===== src/rtl/data_rport.sv =====
// Data-side read responder: serves pipeline word reads from a one-entry snooped
// buffer or over an AXI4-Lite read channel, stalling the pipeline while the bus is busy.
module data_rport #(
  parameter bit BUF_EN = 1'b1
) (
  input  logic        CLK,
  input  logic        RST,
  input  logic        FLUSH,
  input  logic        DATA_RDEN,
  input  logic [31:0] DATA_RIADDR,
  output logic [31:0] DATA_ROADDR,
  output logic        DATA_RVALID,
  output logic [31:0] DATA_RDATA,
  output logic        DATA_RERR,
  output logic        MEM_WAIT,
  input  logic        SNOOP_W_EN,
  input  logic [31:0] SNOOP_W_ADDR,
  output logic        M_ARVALID,
  input  logic        M_ARREADY,
  output logic [31:0] M_ARADDR,
  input  logic        M_RVALID,
  output logic        M_RREADY,
  input  logic [31:0] M_RDATA,
  input  logic [1:0]  M_RRESP
);

  typedef enum logic [2:0] {S_IDLE, S_ADDR, S_DATA, S_RESP, S_DRAIN} state_t;

  state_t      state_q, state_d;
  logic        flush_pend_q, flush_pend_d;
  logic [31:0] req_addr_q, req_addr_d;
  logic [31:0] araddr_q, araddr_d;
  logic [31:0] rdata_q, rdata_d;
  logic        rerr_q, rerr_d;
  logic        buf_vld_q, buf_vld_d;
  logic [29:0] buf_tag_q, buf_tag_d;
  logic [31:0] buf_data_q, buf_data_d;

  logic accept, buf_hit, beat, fill, snoop_fill, snoop_buf;
  logic unused_snoop_lsb;

  assign unused_snoop_lsb = ^SNOOP_W_ADDR[1:0];

  assign accept  = (state_q == S_IDLE || state_q == S_RESP) && DATA_RDEN && !FLUSH;
  assign buf_hit = BUF_EN && buf_vld_q && (buf_tag_q == DATA_RIADDR[31:2]);
  // Every consumed R beat may fill the buffer, including beats of flushed reads.
  assign beat       = (state_q == S_DATA || state_q == S_DRAIN) && M_RVALID;
  assign fill       = beat && (M_RRESP == 2'b00);
  assign snoop_fill = SNOOP_W_EN && (SNOOP_W_ADDR[31:2] == araddr_q[31:2]);
  assign snoop_buf  = SNOOP_W_EN && (SNOOP_W_ADDR[31:2] == buf_tag_q);

  always_ff @(posedge CLK or posedge RST) begin
    if (RST) begin
      state_q      <= S_IDLE;
      flush_pend_q <= 1'b0;
      req_addr_q   <= '0;
      araddr_q     <= '0;
      rdata_q      <= '0;
      rerr_q       <= 1'b0;
      buf_vld_q    <= 1'b0;
    end else begin
      state_q      <= state_d;
      flush_pend_q <= flush_pend_d;
      req_addr_q   <= req_addr_d;
      araddr_q     <= araddr_d;
      rdata_q      <= rdata_d;
      rerr_q       <= rerr_d;
      buf_vld_q    <= buf_vld_d;
    end
  end

  always_ff @(posedge CLK) begin
    buf_tag_q  <= buf_tag_d;
    buf_data_q <= buf_data_d;
  end

  // A flush seen while AR is still pending is remembered until the handshake completes.
  assign flush_pend_d = (state_q == S_ADDR) && !M_ARREADY && (FLUSH || flush_pend_q);

  always_comb begin
    state_d = state_q;
    unique case (state_q)
      S_IDLE, S_RESP: begin
        if (accept) state_d = buf_hit ? S_RESP : S_ADDR;
        else        state_d = S_IDLE;
      end
      S_ADDR: begin
        if (M_ARREADY) state_d = (FLUSH || flush_pend_q) ? S_DRAIN : S_DATA;
      end
      S_DATA: begin
        if (FLUSH)         state_d = M_RVALID ? S_IDLE : S_DRAIN;
        else if (M_RVALID) state_d = S_RESP;
      end
      S_DRAIN: begin
        if (M_RVALID) state_d = S_IDLE;
      end
      default: state_d = S_IDLE;
    endcase
  end

  always_comb begin
    req_addr_d = req_addr_q;
    araddr_d   = araddr_q;
    rdata_d    = rdata_q;
    rerr_d     = rerr_q;
    if (accept) begin
      req_addr_d = DATA_RIADDR;
      if (buf_hit) begin
        rdata_d = buf_data_q;
        rerr_d  = 1'b0;
      end else begin
        araddr_d = {DATA_RIADDR[31:2], 2'b00};
      end
    end
    if (state_q == S_DATA && M_RVALID && !FLUSH) begin
      rerr_d  = (M_RRESP != 2'b00);
      rdata_d = (M_RRESP != 2'b00) ? 32'h0 : M_RDATA;
    end
  end

  // A snoop to the word being filled wins over the fill.
  always_comb begin
    buf_vld_d  = buf_vld_q;
    buf_tag_d  = buf_tag_q;
    buf_data_d = buf_data_q;
    if (fill) begin
      buf_vld_d  = !snoop_fill;
      buf_tag_d  = araddr_q[31:2];
      buf_data_d = M_RDATA;
    end else if (snoop_buf) begin
      buf_vld_d = 1'b0;
    end
  end

  always_comb begin
    DATA_RVALID = (state_q == S_RESP) && !FLUSH;
    DATA_RERR   = (state_q == S_RESP) && !FLUSH && rerr_q;
    DATA_RDATA  = rdata_q;
    DATA_ROADDR = req_addr_q;
    MEM_WAIT    = (state_q == S_ADDR) || (state_q == S_DATA) || (state_q == S_DRAIN);
    M_ARVALID   = (state_q == S_ADDR);
    M_ARADDR    = araddr_q;
    M_RREADY    = (state_q == S_DATA) || (state_q == S_DRAIN);
  end

endmodule


===== config.mk =====
export PLATFORM = sky130hd
export DESIGN_NAME = data_rport
export DESIGN_NICKNAME = d
export VERILOG_FILES = /design/src/rtl/data_rport.sv
export SDC_FILE = /design/constraint.sdc
export NUM_CORES = 1
export LEC_CHECK = 0
export CAP_MARGIN = 0
export CORE_MARGIN = 2
export CORE_UTILIZATION = 35
export CTS_CLUSTER_DIAMETER = 40
export DETAILED_ROUTE_END_ITERATION = 10
export GPL_ROUTABILITY_DRIVEN = 1
export SYNTH_ARGS = -nofsm -noshare
export SYNTH_HDL_FRONTEND = slang
export SYNTH_SLANG_ARGS = --single-unit

===== constraint.sdc =====
create_clock -name CLK -period 7.5 [get_ports CLK]
set_clock_uncertainty 0.1 [all_clocks]
set_input_delay 1.125 -clock CLK [delete_from_list [all_inputs] [get_ports CLK]]
set_output_delay 1.125 -clock CLK [all_outputs]
set_load 0.005 [all_outputs]

# After elaboration in Yosys (flattened, before gate mapping)
# Index checks and enable logic that the tools add are counted.
[word_totals]
in_bits = 105
output_inout_bits = 101
regBits = 162
[op_classes]
n_mux = 18
n_eq_ne = 10
reduce_logical = 31
n_bitwise = 1
[op_table]
columns = ["cell", "count"]
rows = [
  ["2-to-1 mux 32 bit", 4],
  ["equality test 30 bit", 3],
  ["2-to-1 mux 3 bit", 6],
  ["logical AND 1 bit", 13],
  ["case mux 3 bit (4 select lines)", 1],
  ["nonzero test 2 bit", 4],
  ["equality test 3 x 2 -> 1 bit, second input constant", 2],
  ["logical OR 1 bit", 5],
  ["2-to-1 mux 1 bit", 5],
  ["2-to-1 mux 2 bit", 2],
  ["AND reduction 2 bit", 2],
  ["equality test 3 x 1 -> 1 bit, second input constant", 1],
  ["equality test 3 bit, second input constant", 1],
  ["zero test 1 bit", 3],
  ["zero test 3 bit", 1],
  ["inequality test 3 bit, second input constant", 1],
  ["AND reduction 3 bit", 1],
  ["zero test 2 bit", 1],
  ["inequality test 2 x 1 -> 1 bit, second input constant", 1],
  ["inequality test 2 bit, second input constant", 1],
  ["OR reduction 2 bit", 1],
  ["NOT 1 bit", 1],
]

# Longest topological paths before layout
# Gate-level depths: netlist of run 1.
[logic_depth]
depth_word = 6
ltp_mapped = 8
mapped_depth_nobuf = 5

# Least setup slack after synthesis of run 1
# OpenSTA, ideal clock, no wires.
[synth_path]
path_type = "input -> register"
start = "input M_RRESP[1]"
end = "register buf_vld_q"
cell_stages = 4
arrival_ns = 3.340
required_time_ns = 7.297
setup_time_ns = 0.103
path_slack_ns = 3.957
cell_sequence = "nor2_1 > and3_1 > o21ai_0 > o21ai_0"
[synth_via]
elab_chain_len = 3
[synth_lines]
columns = ["item", "line_no", "rtl"]
rows = [
  ["start: declaration", "24", "input logic [1:0] M_RRESP"],
  ["zero test 2 bit *", "48", "assign fill = beat && (M_RRESP == 2'b00);"],
  ["logical AND 1 bit *", "48", ""],
  ["via fill", "39", "logic accept, buf_hit, beat, fill, snoop_fill, snoop_buf;"],
  ["2-to-1 mux 1 bit or nonzero test 2 bit (tied branches)", "n/a", ""],
  ["end signal: assignment", "68", "buf_vld_q <= buf_vld_d;"],
  ["end: declaration", "35", "logic buf_vld_q, buf_vld_d;"],
]
# The timed path passes the listed nets; every way through them passes the cells marked *.
# A chain may end at the register's enable or synchronous reset.

# Worst setup path after layout of run 1
[layout_path]
start = "input FLUSH"
end = "output DATA_RERR"
[layout_via]
elab_chain_len = 3
[layout_lines]
columns = ["item", "line_no", "rtl"]
rows = [
  ["start: declaration", "8", "input logic FLUSH,"],
  ["zero test 1 bit", "137", "DATA_RERR = (state_q == S_RESP) && !FLUSH && rerr_q;"],
  ["logical AND 1 bit (2 in a row)", "137", ""],
  ["end: declaration", "14", "output logic DATA_RERR,"],
]
# Every way passes these cells.

==> results.yml, run 1 <==
outcome:
  status: "finished, final reports clean"
grt:
  grt_pass1_vias: 5642
  antenna_found_initial: 0
  grt_usage_pct: 19.7
  overflow: 0
  grt_pass1_wl_mm: 32.8
  grt_max_degree: 66
placed_design:
  routabilityCongestion: 0.812
  dp_cells: 996
  io_buffers: 201
  place_hpwl_mm: 14.4
detailed_routing:
  wl_mm: 20.9
  remaining_drc_errors: 0
  drt_iter0_markers: 262
  vias_per_cell: 5.15
  wl_per_cell_um: 20.3
  vias: 5297
  drtAntennaViolNets: 0
  drt_pass1_iterations: 4
critical_path:
  cp-start-kind: "input port"
  critPathMostFrequentCell: "clkdlybuf4s50_1"
  crit_type: "input port to output port"
  critPathBufInv: 2
  cp-end-kind: "output port"
  cp_data_required_time_ns: 6.27
  arrival_ns: 2.76
  max_stage_delay_ns: 0.52
  path_max_fanout: 5
  critPathTopFamily: "buffers and inverters"
  critPathSlowestCell: "clkdlybuf4s50_1"
  crit_chain: "clkdlybuf4s50_1 -> nor2_1 -> and3_1 -> and2_1 -> clkdlybuf4s50_1"
sta:
  worst_slew_pin_slew_ns: 0.857
  finalCritPeriodShare_pct: 53.1
  finalHoldViolations: 0
  layout_min_cycle_time_ns: 3.98
  finalSetupViolCount: 0
  final-max-slew-violation-count: 0
  tns_ns: 0
  slew_headroom_pct: 42.9
  max_freq_ghz: 0.251
  rsz0062_at_grt: "false"
run:
  max_cap_viol_count: 0
clocking:
  cts_buffers: 17
  cts.sinks: 162
  ctsHoldBuffers: 0
  clock_path_buffers: 2
  cts_setup_buffers: 0
  clock_latency_ns: 0.42
  cts_max_level: 4
  cts_resized: 0
  cts_tree: "built"
  clkSlewWorstSetupHoldPaths_ns: 0.07
  cts_root_buf: "clkbuf_16"
floorplanning:
  die_area_sq_mm: 0.0216
  num_io_pins: 206
  die_x_um: 147
  fp.coreArea_sq_mm: 0.0202
  core.rowCount: 52
  die_h_um: 147
  initial_core_util_pct: 35.5
final_layout:
  most-common-layout-cells: "clkdlybuf4s50_1 (201), dfrtp_1 (100), mux2_2 (63), edfxtp_1 (62), xnor2_1 (56)"
  diodes: 0
  stdcell_count: 1028
  drive_above_1_share_pct: 14.5
  final_common_cell: "clkdlybuf4s50_1"
  nets: 850
  synthToLayoutAreaGrowth_pct: 39.9
yosys:
  yosys-top-cells-area: "dfrtp_1 (35%), edfxtp_1 (26%), mux2_2 (9.9%)"
  synth_compound_area_share_pct: 6.72
  synth-edff-count: 62
  synth_top_area_share_pct: 34.9
  syn_avg_cell_area_sq_um: 13.0
  synth_area_leader_cell: "dfrtp_1"
  synthMuxAreaShare_pct: 9.90
  synth-xor-area-share_pct: 11.1
  synth_ff_type: "dfrtp_1"
  synth_area_sq_mm: 0.00717
  synth_warnings: 0
  synth-simple-area-share_pct: 8.87
  ys_types: 33
  ys_seq_elements: 162
  synth-adder-area-share_pct: 0
  async_flop_share_pct: 61.7
  synth_top_family_by_area: "XOR/XNOR gates"
  yosysSeqAreaShare_pct: 60.9
  syn_inst: 550
worst_hold_path:
  min_path_type: "flop to flop"
power_and_ir_drop:
  power.density_mw_per_mm2: 356
  peakVddDrop_v: 0.000183
  power.leakage_nw: 3.70
[cell families (layout without fill, tap and decap cells)]
family,after synthesis,count (layout)
compound gates,77,77
xor+xnor,91,91
buf+inv,37,244
flops,162,162
mux,63,63
other cells,1,2
simple gates,119,119
[metal layers]
metal | up-vias | track usage (%) | wire length [um]
li1 | 2417 | - | -
met1 | 2654 | 25.0 | 8990
met2 | 206 | 33.7 | 10200
met3 | 20 | 5.09 | 1420
met4 | 0 | 5.14 | 255
met5 | - | 0 | 0
[state kept, by name (all words and copies together) (netlist names)]
register,cells
buf_data_q,32
buf_vld_q,1
state_q,3
flush_pend_q,1
buf_tag_q,30
M_ARADDR,30
DATA_RDATA,32
DATA_ROADDR,32
rerr_q,1
[report_power, final]
| group | switching (mW) | internal, mW | leakage [nW] |
|---|---|---|---|
| logic | 0.429 | 0.788 | 1.64 |
| registers | 0.235 | 1.24 | 1.77 |
| clock network | 0.380 | 0.505 | 0.289 |
| total | 1.04 | 2.53 | 3.70 |
[through the flow]
| step | utilization [%] | power (mW) | worst slack, ns | hold slack (ns) | cell area, sq um |
|---|---|---|---|---|---|
| after global routing | 49.7 | 3.77 | 3.38 | 0.418 | 10000 |
| final | 49.7 | 3.57 | 3.52 | 0.404 | 10000 |
| after detailed placement | 46.8 | 2.71 | 3.09 | 0.393 | 9430 |
| after CTS | 49.7 | 3.62 | 3.51 | 0.408 | 10000 |
| after global placement | 46.8 | 2.69 | 3.27 | 0.386 | 9430 |
| after floorplan | - | 1.94 | 3.66 | 0.374 | 7170 |
[cell usage after synthesis (all sizes together), types with 2 or more instances]
library cell and number:
buf 13, clkbuf 23, nand2b 3, or4 3, a21oi 35, o21ai 4, nand4 17, nand3 2
dfrtp 100, xor2 35, and3 3, nor4 41, nor2 44, edfxtp 62, mux2 63, xnor2 56
a211oi 33
[area by class of cell]
| type | count | area [sq um] |
|---|---|---|
| fill | 1801 | 10100 |
| inverter | 1 | 6.26 |
| sequential | 162 | 4360 |
| multi-input combinational | 352 | 2640 |
| tap | 270 | 338 |
| clock buffer | 19 | 443 |
| clock inverter | 13 | 148 |
| timing repair buffer | 211 | 2090 |
[path summary, 6_finish.rpt]
kind / from / to / slack (ns) / cells after the start
min reg2reg: DATA_ROADDR[18] / DATA_ROADDR[18] / 0.40 / 1
max in group asynchronous: RST / DATA_RDATA[2] / 5.07 / 3
max: FLUSH / DATA_RERR / 3.52 / 5
max reg2reg: buf_tag_q[6] / state_q[1] / 4.36 / 7
min in group asynchronous: RST / DATA_RDATA[19] / 1.07 / 2
min: DATA_ROADDR[18] / DATA_ROADDR[18] / 0.40 / 1
No activity file was read; power rests on OpenSTA's default activity.
==> run 2: changes to the inputs <==
Clock period 7.5 ns to 3.25 ns, I/O delays scaled along.
==> results.yml, run 2 (synthesis results as in run 1) <==
final_layout:
  multi_input_area_sq_mm: 0.00264
  most-common-layout-cells: "clkdlybuf4s50_1 (201), dfrtp_1 (100), mux2_2 (63), edfxtp_1 (62), xnor2_1 (56)"
  nets: 854
  seqCellArea_sq_mm: 0.00436
  synthToLayoutAreaGrowth_pct: 40.3
  final_common_cell: "clkdlybuf4s50_1"
  fin_util_pct: 49.9
  diodes: 0
  nFillCells: 1749
  drive_above_1_share_pct: 14.2
power_and_ir_drop:
  power.leakage_nw: 3.71
  peakVddDrop_v: 0.000377
  total_power_mw: 8.13
  power.density_mw_per_mm2: 809
worst_hold_path:
  min_path_type: "input port to async pin"
critical_path:
  crit_type: "input port to flop"
  arrival_ns: 2.97
  path_max_fanout: 34
  worstRegToRegCells: 6
  critPathTopFamily: "simple AND/OR/NAND/NOR gates"
  cp-start-kind: "input port"
  r2r_setup_slack_ns: 0.64
  r2r_end: "DATA_RDATA[17]"
  max_stage_delay_ns: 0.51
  cp_data_required_time_ns: 3.47
  crit_chain: "clkdlybuf4s50_1 -> xor2_1 -> nor4_1 -> nand4_1 -> or3_1 -> buf_12 -> a211oi_1"
  r2r-start: "buf_tag_q[6]"
  critPathSlowestCell: "nor4_1"
  critPathBufInv: 2
  cp-end-kind: "flop"
sta:
  hold_ws_ns: 0.390
  slew_headroom_pct: 59.1
  max_freq_ghz: 0.364
  finalSetupViolCount: 0
  tns_ns: 0
  layout_min_cycle_time_ns: 2.75
  final-max-slew-violation-count: 0
  finalCritPeriodShare_pct: 84.6
  rsz0062_at_grt: "false"
  worst_slew_pin_slew_ns: 0.614
  finalHoldViolations: 0
clocking:
  clock_path_buffers: 2
  cts.sinks: 162
  cts_root_buf: "clkbuf_16"
  cts_max_level: 4
  cts_resized: 0
  clock_latency_ns: 0.42
  ctsHoldBuffers: 0
  clkSlewWorstSetupHoldPaths_ns: 0.06
  cts_setup_buffers: 0
  cts_tree: "built"
  cts_buffers: 17
placed_design:
  place_hpwl_mm: 14.7
  routabilityCongestion: 0.817
  io_buffers: 201
detailed_routing:
  vias: 5285
  drtAntennaViolNets: 0
  vias_per_cell: 5.12
  remaining_drc_errors: 0
  drt_iter0_markers: 287
  wl_per_cell_um: 20.2
  drt_pass1_iterations: 4
  wl_mm: 20.9
grt:
  antenna_found_initial: 0
  grt_pass1_wl_mm: 33.1
  grt_max_degree: 62
  use_met2_pct: 32.9
  grt_util_met3_pct: 6.61
  grt_use_met1_pct: 25.6
  gr-max-usage-layer: "met2"
  overflow: 0
  grt_pass1_vias: 5686
  grt_usage_pct: 20.0
floorplanning:
  fp.coreArea_sq_mm: 0.0202
  die_area_sq_mm: 0.0216
  die_h_um: 147
  core.rowCount: 52
  num_io_pins: 206
  initial_core_util_pct: 35.5
  die_x_um: 147
outcome:
  status: "finished, final reports clean"
run:
  max_cap_viol_count: 0
[run 2: report_power, final]
part | internal, mW | leakage [nW] | switching, mW
Combinational | 1.84 | 1.69 | 1.01
Sequential | 2.85 | 1.77 | 0.536
Clock | 1.07 | 0.253 | 0.816
[run 2: layer usage]
layer,up-vias,share of wire [%]
li1,2419,-
met1,2642,42
met2,204,49
met3,20,7.6
met4,0,1.3
met5,-,0
[run 2: worst max path at each step]
| stage | from | end | slack, ns | cells after the start |
|---|---|---|---|---|
| global placement | DATA_RIADDR[8] | rerr_q | 0.19 | 7 |
| finish | DATA_RIADDR[8] | DATA_RDATA[17] | 0.50 | 7 |
| CTS | DATA_RIADDR[8] | DATA_RDATA[28] | 0.53 | 7 |
| global route | DATA_RIADDR[8] | DATA_RDATA[8] | 0.44 | 7 |
| detailed placement | DATA_RIADDR[8] | DATA_RDATA[4] | 0.08 | 7 |
| floorplan | RST | DATA_RDATA[0] | 0.04 | 1 |
[run 2: worst register-to-register path: stages, from the launching register on]
cell and delay (ns):
edfxtp_1 0.43, xor2_1 0.19, nor4_1 0.51, nand4_1 0.36, or3_1 0.45, buf_12 0.20
a211oi_1 0.27
[run 2: cell type report]
class	instances	share of cell area (%)
Multi-Input combinational cell	352	26.2
Clock buffer	23	4.55
Clock inverter	9	0.821
Sequential cell	162	43.4
Tap cell	270	3.36
Inverter	1	0.0622
Timing Repair Buffer	215	21.6
[run 2: per-stage QoR]
| stage | std cells | area, sq um | worst slack, ns |
|---|---|---|---|
| floorplan | 551 | 7170 | 0.0437 |
| global placement | 1000 | 9510 | 0.186 |
| detailed placement | 1000 | 9510 | 0.0808 |
| CTS | 1032 | 10100 | 0.533 |
| global route | 1032 | 10100 | 0.436 |
| finish | 1032 | 10100 | 0.501 |
